[config.mk]
export PLATFORM = sky130hd
export DESIGN_NAME = fft_ctrl
export DESIGN_NICKNAME = d
export VERILOG_FILES = /design/src/rtl/fft_ctrl.sv
export SDC_FILE = /design/constraint.sdc
export NUM_CORES = 1
export LEC_CHECK = 0
export ABC_AREA = 1
export CAP_MARGIN = 10
export CORE_MARGIN = 4
export CORE_UTILIZATION = 50
export CTS_CLUSTER_SIZE = 20
export DETAILED_ROUTE_END_ITERATION = 8
export GPL_ROUTABILITY_DRIVEN = 0
export PLACE_DENSITY = 0.75
export SETUP_SLACK_MARGIN = 0.2
export SLEW_MARGIN = 20
export SYNTH_ARGS = -nofsm -noshare
export SYNTH_HDL_FRONTEND = slang
export SYNTH_SLANG_ARGS = --single-unit
[constraint.sdc]
create_clock -name clk -period 3.5 [get_ports clk]
set_clock_uncertainty 0.15 [all_clocks]
set_input_delay 0.35 -clock clk [delete_from_list [all_inputs] [get_ports clk]]
set_output_delay 0.35 -clock clk [all_outputs]
set_load 0.02 [all_outputs]
[src/rtl/fft_ctrl.sv]
// Address/strobe sequencer for one shared radix-2 DIF butterfly over an in-place
// N-point memory. Strobes are registered; write-back follows reads by two cycles.
module fft_ctrl #(
    parameter int LOG2N  = 8,
    parameter int ADDR_W = LOG2N,
    parameter int TW_W   = LOG2N - 1
) (
    input  logic              clk,
    input  logic              rst_n,
    input  logic              start,
    output logic              busy,
    output logic              done,
    output logic [LOG2N-1:0]  stage,
    output logic              rd_en,
    output logic [ADDR_W-1:0] rd_addr_a,
    output logic [ADDR_W-1:0] rd_addr_b,
    output logic [TW_W-1:0]   tw_addr,
    output logic              bf_enable,
    output logic              wr_en,
    output logic [ADDR_W-1:0] wr_addr_a,
    output logic [ADDR_W-1:0] wr_addr_b,
    output logic [1:0]        dbg_state
);

    typedef enum logic [1:0] {IDLE = 2'd0, RUN = 2'd1, DRAIN = 2'd2, FINISH = 2'd3} state_t;

    localparam int KW = LOG2N - 1;
    localparam logic [KW-1:0]    K_LAST = '1;
    localparam logic [LOG2N-1:0] S_LAST = LOG2N'(LOG2N - 1);

    state_t            state_q, state_d;
    logic [KW-1:0]     k_q, k_d;
    logic [LOG2N-1:0]  s_q, s_d;
    logic              dcnt_q, dcnt_d;
    logic              busy_q, busy_d, done_q, done_d;
    logic              rd_en_q, rd_en_d;
    logic [ADDR_W-1:0] rd_addr_a_q, rd_addr_a_d, rd_addr_b_q, rd_addr_b_d;
    logic [TW_W-1:0]   tw_addr_q, tw_addr_d;
    logic              bf_en_q, bf_en_d;
    logic              wr_en_p1_q, wr_en_p1_d, wr_en_q, wr_en_d;
    logic [ADDR_W-1:0] wa_p1_q, wa_p1_d, wb_p1_q, wb_p1_d;
    logic [ADDR_W-1:0] wr_addr_a_q, wr_addr_a_d, wr_addr_b_q, wr_addr_b_d;
    logic [ADDR_W-1:0] kx, hi_sh, span, jx, ax;

    always_comb begin
        state_d = state_q;
        k_d     = k_q;
        s_d     = s_q;
        dcnt_d  = dcnt_q;
        unique case (state_q)
            IDLE: begin
                if (start) begin
                    state_d = RUN;
                    k_d     = '0;
                    s_d     = '0;
                end
            end
            RUN: begin
                if (k_q == K_LAST) begin
                    state_d = DRAIN;
                    k_d     = '0;
                    dcnt_d  = 1'b0;
                end else begin
                    k_d = k_q + KW'(1);
                end
            end
            DRAIN: begin
                if (dcnt_q) begin
                    if (s_q != S_LAST) begin
                        s_d     = s_q + LOG2N'(1);
                        state_d = RUN;
                    end else begin
                        state_d = FINISH;
                    end
                end else begin
                    dcnt_d = 1'b1;
                end
            end
            FINISH:  state_d = IDLE;
            default: state_d = IDLE;
        endcase

        // Outputs are registered, so they are derived from the state being entered.
        // Group base = (k >> log2(span)) << log2(2*span); offset j = k mod span.
        kx    = ADDR_W'(k_d);
        hi_sh = ADDR_W'(S_LAST - s_d);
        span  = ADDR_W'(1) << hi_sh;
        jx    = kx & (span - ADDR_W'(1));
        ax    = ((kx >> hi_sh) << (hi_sh + ADDR_W'(1))) | jx;

        rd_en_d     = (state_d == RUN);
        rd_addr_a_d = rd_en_d ? ax : '0;
        rd_addr_b_d = rd_en_d ? (ax | span) : '0;
        tw_addr_d   = rd_en_d ? (TW_W'(jx) << s_d) : '0;
        busy_d      = (state_d == RUN) || (state_d == DRAIN);
        done_d      = (state_d == FINISH);

        // Free-running delay line matching the butterfly and memory latency.
        bf_en_d     = rd_en_q;
        wr_en_p1_d  = rd_en_q;
        wa_p1_d     = rd_addr_a_q;
        wb_p1_d     = rd_addr_b_q;
        wr_en_d     = wr_en_p1_q;
        wr_addr_a_d = wa_p1_q;
        wr_addr_b_d = wb_p1_q;
    end

    always_ff @(posedge clk or negedge rst_n) begin
        if (!rst_n) begin
            state_q     <= IDLE;
            k_q         <= '0;
            s_q         <= '0;
            dcnt_q      <= 1'b0;
            busy_q      <= 1'b0;
            done_q      <= 1'b0;
            rd_en_q     <= 1'b0;
            rd_addr_a_q <= '0;
            rd_addr_b_q <= '0;
            tw_addr_q   <= '0;
            bf_en_q     <= 1'b0;
            wr_en_p1_q  <= 1'b0;
            wa_p1_q     <= '0;
            wb_p1_q     <= '0;
            wr_en_q     <= 1'b0;
            wr_addr_a_q <= '0;
            wr_addr_b_q <= '0;
        end else begin
            state_q     <= state_d;
            k_q         <= k_d;
            s_q         <= s_d;
            dcnt_q      <= dcnt_d;
            busy_q      <= busy_d;
            done_q      <= done_d;
            rd_en_q     <= rd_en_d;
            rd_addr_a_q <= rd_addr_a_d;
            rd_addr_b_q <= rd_addr_b_d;
            tw_addr_q   <= tw_addr_d;
            bf_en_q     <= bf_en_d;
            wr_en_p1_q  <= wr_en_p1_d;
            wa_p1_q     <= wa_p1_d;
            wb_p1_q     <= wb_p1_d;
            wr_en_q     <= wr_en_d;
            wr_addr_a_q <= wr_addr_a_d;
            wr_addr_b_q <= wr_addr_b_d;
        end
    end

    assign busy      = busy_q;
    assign done      = done_q;
    assign stage     = s_q;
    assign rd_en     = rd_en_q;
    assign rd_addr_a = rd_addr_a_q;
    assign rd_addr_b = rd_addr_b_q;
    assign tw_addr   = tw_addr_q;
    assign bf_enable = bf_en_q;
    assign wr_en     = wr_en_q;
    assign wr_addr_a = wr_addr_a_q;
    assign wr_addr_b = wr_addr_b_q;
    assign dbg_state = state_q;

endmodule

# Word-level counts from Yosys, hierarchy flattened
# Index checks and enable logic that the tools add are counted.
# op_classes
addsub	5
eq_ne	9
shift	4
mux	17
bitwise	3
reduce_logical	4
# ops
cell	count
2-to-1 mux 8 bit	5
2-to-1 mux 7 bit	3
adder 8 x 1 -> 8 bit, second input constant	2
bitwise OR 8 bit	2
case mux 8 bit (2 select lines)	1
case mux 7 bit (2 select lines)	1
bitwise AND 7 x 8 -> 8 bit	1
equality test 2 bit, second input constant	4
2-to-1 mux 2 bit	4
inequality test 8 x 3 -> 1 bit, second input constant	1
case mux 2 bit (4 select lines)	1
<< shifter 1 x 8 -> 8 bit, first input constant	1
<< shifter 7 x 8 -> 7 bit	1
<< shifter 8 x 8 -> 8 bit	1
right shift 7 x 8 -> 8 bit	1
subtractor 3 x 8 -> 8 bit, first input constant	1
subtractor 8 x 1 -> 8 bit, second input constant	1
adder 7 x 1 -> 7 bit, second input constant	1
equality test 7 bit, second input constant	1
equality test 2 x 1 -> 1 bit, second input constant	2
zero test 2 bit	1
inequality test 2 bit, second input constant	1
case mux 1 bit (2 select lines)	1
AND reduction 2 bit	1
3 further kinds	3
# totals
ff_bits	78
in_bits	3
elab_cells	58

# Logic depth before layout (Yosys ltp)
# depth
word_depth	11
depth_mapped	28
mapped_depth_nobuf	28

# Worst setup path after synthesis
# No wires, ideal clock.
# synth_path
path_kind	reg-to-reg
start	register s_q[0], in the netlist stage[0]
end	register tw_addr_q[3], in the netlist tw_addr[3]
setup_ns	0.063
arrival_ns	3.285
required_ns	3.287
setup_slack_ns	0.003
path_stages_with_launch	25
n_path_buf	0
path_cell_list	dfrtp_1 > ha_1 > nand3_1 > nor2_1 > nand2_1 > nand2_1 > nor2_2 > nor2_8 > ha_1 > nand3_1 > o21ai_2 > nand2_2 > nor2_8 > nand2_4 > nor2_4 > nand3_1 > ha_1 > nor2_1 > inv_1 > nor2_1 > nand2_1 > nand2_1 > o21ai_1 > o21bai_1 > inv_1
# synth_between
elab_chain_len	10
# synth_lines
item	line	text
from (decl)	33	logic [LOG2N-1:0] s_q, s_d;
from (signal assigned)	112	s_q <= '0;
from (signal assigned)	130	s_q <= s_d;
adder 8 x 1 -> 8 bit / inequality test 8 x 3 -> 1 bit (equally long branches)	70, 69	
2-to-1 mux 8 bit	69	if (s_q != S_LAST) begin
2-to-1 mux 8 bit	68	if (dcnt_q) begin
case mux 8 bit (2 select lines)	50	unique case (state_q)
subtractor 3 x 8 -> 8 bit	86	hi_sh = ADDR_W'(S_LAST - s_d);
<< shifter 1 x 8 -> 8 bit	87	span = ADDR_W'(1) << hi_sh;
subtractor 8 x 1 -> 8 bit	88	jx = kx & (span - ADDR_W'(1));
bitwise AND 7 x 8 -> 8 bit	88	
<< shifter 7 x 8 -> 7 bit	94	tw_addr_d = rd_en_d ? (TW_W'(jx) << s_d) : '0;
2-to-1 mux 7 bit (*)	94	
named net tw_addr_d[3]	38	logic [TW_W-1:0] tw_addr_q, tw_addr_d;
to (signal assigned)	137	tw_addr_q <= tw_addr_d;
to (decl)	38	
# Mark *: on every way through the listed nets, which the timed path passes. The rest lies on a longest branch.
# A chain may end at the register's enable or synchronous reset.

# Worst setup path in the final report
# layout_path
start	register s_q[1], in the netlist stage[1]
end	register tw_addr_q[3], in the netlist tw_addr[3]
# The elaborated chain is that of the path after synthesis.

==> run_results.csv <==
group,metric,value,unit
route,drt_iter0_drc,395,
route,via_per_inst,5.54,
worst_setup_path,max_stage_delay,0.41,ns
power_and_ir_drop,p_sw_share,21.2,%
placement,io_buffers,56,
worst_setup_path,crit-reg2reg-capture,"tw_addr[3]",
clock_network,hold_buffers,0,
worst_setup_path,slowest_stage,"dfrtp_2",
finish,drive_gt1_share,26.4,%
finish,post-route-util,69.5,%
placement,dp_hpwl,7490,um
sta,max_freq,0.301,GHz
sta,rsz0062_at_grt,"yes",
worst_setup_path,crit_cells,23,
worst_setup_path,r2r-start,"stage[1]",
worst_setup_path,required,3.64,ns
floorplanning,dieArea,9680,um2
finish,multi_input_area,2080,um2
route,drcViolationCount,0,
route,num_vias,3857,
worst_setup_path,crit_top_cell,"nor2_4",
route,drtAntennaViolNets,0,
finish,final_net_count,600,
global_route,track_usage,21.7,%
clock_network,worstSkewPairLatency,0.35,ns
run_status,outcome,"complete, but fails checks",
global_route,grt_pass1_wl,17100,um
synth,yosys.area.top_type,"dfrtp_1",
clock_network,cts_root_buffer,"clkbuf_8",
finish,fillCellCount,620,
sta,hold_violations,6,
sta,final.setup.worst_slack,0.179,ns
global_route,antenna_found_initial,0,
global_route,grt_max_degree,79,
floorplanning,die_y,98.4,um
power_and_ir_drop,power.share.clock,43.2,%
sta,tightest_slew,0.927,ns
clock_network,cts_buffer_depth,2,
floorplanning,initial_core_util,52.0,%
worst_setup_path,path_cells,"buf_4, nand2_1, nor2_4, xor2_2, nor2_4, nor2_8, ha_4, nand3_4, o21ai_4, nand2_2, nor2_8, nand3_4, nor2_4, nand2_4, ha_4, nor2_4, inv_2, nor2_2, nand2_1, nand2_2, o21ai_2, o21bai_1, inv_1",
synth,synth_edf_count,0,
power_and_ir_drop,seq_power_share,55.5,%
synth,synth_area_per_cell,8.20,um2
synth,syn_inst,498,
finish,register_area,1960,um2
sta,hold-worst-slack,-0.0142,ns
synth,synth_area_leaders,"dfrtp_1 48%, nand2_1 13%, nand3_1 6.1%",
route,first_pass_iters,6,
power_and_ir_drop,power.density,297,nW/um2
synth,yosys_warnings,0,
worst_setup_path,r2r_cells,23,
sta,timing.final.crit_period,3.32,ns
clock_network,cts_max_level,3,
worst_setup_path,critPathTopFamily,"simple AND/OR/NAND/NOR gates",
worst_setup_path,r2r_setup_slack,0.18,ns
global_route,grt_pass1_vias,3620,
power_and_ir_drop,cellLeakagePower,2.53,nW
global_route,grt_overflow,0,
worst_setup_path,path_buf_inv,3,
clock_network,cts.sinks,78,
power_and_ir_drop,vdd_drop_max,0.181,mV
placement,pre_cts_ws,-0.0458,ns
synth,async_reset_ff_share,100,%
floorplanning,std_cell_rows,32,
worst_setup_path,cp-start-kind,"flip-flop",
sta,setup_viol,0,
clock_network,cts_made_buffers,9,
power_and_ir_drop,power.share.combinational,1.2,%
sta,period_share,94.9,%
floorplanning,die_x,98.4,um
synth,ys_seq_area_share,47.8,%
worst_setup_path,path_max_fanout,5,
synth,synthFlopType,"dfrtp_1",
clock_network,clk_pin_slew,0.08,ns
route,wl_per_cell,15.3,um
finish,diodes,0,
power_and_ir_drop,switching_power,0.000344,W
worst_setup_path,worst_ep_arrival_time,3.46,ns
worst_hold_path,hp-class,"primary input to async pin",
synth,yosys_register_bits,78,
run_status,violations,"negative hold slack",
job,cap_violations,0,
synth,synth_top_area_share,47.8,%
sta,maxSlewHeadroom,38.2,%
finish,area_delta_synth_final,33.5,%
power_and_ir_drop,power.internal,0.00128,W
worst_setup_path,crit_type,"flip-flop to flip-flop",
sta,slew_viol_final,0,
synth,syn-num-nets,509,
floorplanning,pin_count,57,
synth,synth_area,4080,um2
worst_setup_path,worstSetupEndpointType,"flip-flop",
route,wirelength,10700,um
synth,ys_types,41,
clock_network,cts_tree,"yes",
floorplanning,core-area,7850,um2
## layout by cell type, fill, tap and decap left out, drive strengths merged, types with 3 or more instances in the layout
cell type and n:
nand2 159, dfrtp 78, inv 60, clkdlybuf4s50 55, nand3 55, nor2 55
buf 35, nand4 23, o21ai 16, a21oi 13, clkbuf 11, ha 8
clkinv 5, nand3b 3, xor2 3
## metrics by stage
| stage | hold slack [ns] | instances | total power, W | TNS [ns] | instance area, um2 |
|---|---|---|---|---|---|
| 5_1_grt | 0.0734 | 696 | 0.00168 | -0.137 | 5450 |
| 6_report | -0.0142 | 696 | 0.00162 | 0 | 5450 |
| 3_3_place_gp | 0.181 | 663 | 0.000939 | 0 | 4910 |
| 3_5_place_dp | 0.186 | 663 | 0.000939 | -0.113 | 4910 |
| 2_1_floorplan | -0.0956 | 498 | 0.000919 | 0 | 4160 |
| 4_1_cts | 0.0142 | 685 | 0.00163 | 0 | 5200 |
## layer usage
layer  GRT usage, %  vias to the layer above  wire length (um)
met1           27.4                     1809              4290
met3           5.00                       58               989
met4           8.61                        0               332
li1               -                     1781                 -
met2           36.0                      209              5060
met5              0                        -                 0
## worst max path at each step
stage | start | end | slack (ns)
after floorplan | stage[4] | tw_addr[3] | 0.20
after global placement | start | tw_addr[6] | 0.08
after detailed placement | start | tw_addr[6] | -0.05
after CTS | stage[1] | tw_addr[6] | 0.21
after global routing | stage[1] | tw_addr[5] | -0.04
final | stage[1] | tw_addr[3] | 0.18
## worst register-to-register path: stages, from the launching register on
cell	delay, ns
dfrtp_2	0.41
buf_4	0.12
nand2_1	0.08
nor2_4	0.19
xor2_2	0.19
nor2_4	0.08
nor2_8	0.12
ha_4	0.16
nand3_4	0.09
o21ai_4	0.19
nand2_2	0.11
nor2_8	0.14
nand3_4	0.09
nor2_4	0.13
nand2_4	0.08
ha_4	0.27
nor2_4	0.08
inv_2	0.04
nor2_2	0.13
nand2_1	0.08
nand2_2	0.09
o21ai_2	0.05
o21bai_1	0.16
inv_1	0.05
## cells in the mapped netlist (3+ instances only)
cell	n
a21oi_1	12
buf_4	3
dfrtp_1	78
ha_1	8
inv_1	46
inv_2	13
nand2_1	146
nand2_2	10
nand2_4	3
nand3_1	50
nand3_2	5
nand3b_1	3
nand4_1	23
nor2_1	40
nor2_2	7
nor2_4	5
nor2_8	3
o21ai_0	8
o21ai_1	5
xor2_1	3
## state kept, by name, indices dropped and copies added, names as in the netlist
register,count
tw_addr,7
rd_addr_b,8
wb_p1_q,8
rd_addr_a,8
wr_en_d,1
wa_p1_q,8
rd_en,1
busy,1
dcnt_q,1
stage,8
k_q,7
wr_en,1
dbg_state,2
wr_addr_a,8
done,1
wr_addr_b,8
## what timing repair did
action	in CTS	in global routing
endpoints found under the setup margin	10	22
pin swaps	4	30
buffers inserted	6	11
resized for setup	8	46
## final cells by class
class,count,area share [%]
multi-input combinational,349,38.1
sequential,78,36.0
timing repair buffer,90,15.4
inverter,61,4.22
clock buffer,11,2.78
tap,102,2.34
clock inverter,5,1.19
## power by group through the flow
| stage | Sequential (W) | Combinational, W | Clock, W |
|---|---|---|---|
| CTS | 0.000900 | 0.0000212 | 0.000711 |
| global route | 0.000900 | 0.0000245 | 0.000760 |
| global placement | 0.000918 | 0.0000210 | 0 |
| detailed placement | 0.000918 | 0.0000213 | 0 |
| floorplan | 0.000918 | 0.000000879 | 0 |
| finish | 0.000900 | 0.0000199 | 0.000701 |
## cells by family (layout without fill, tap and decap cells)
group | after synthesis | in the layout | synth area share (%)
flops | 78 | 78 | 47.8
compound gates | 40 | 40 | 6.34
fa+ha+maj | 8 | 8 | 2.45
xor+xnor | 4 | 4 | 0.858
simple gates | 297 | 297 | 35.0
buf+inv | 71 | 167 | 7.51
(Power assumes the default switching activity.)
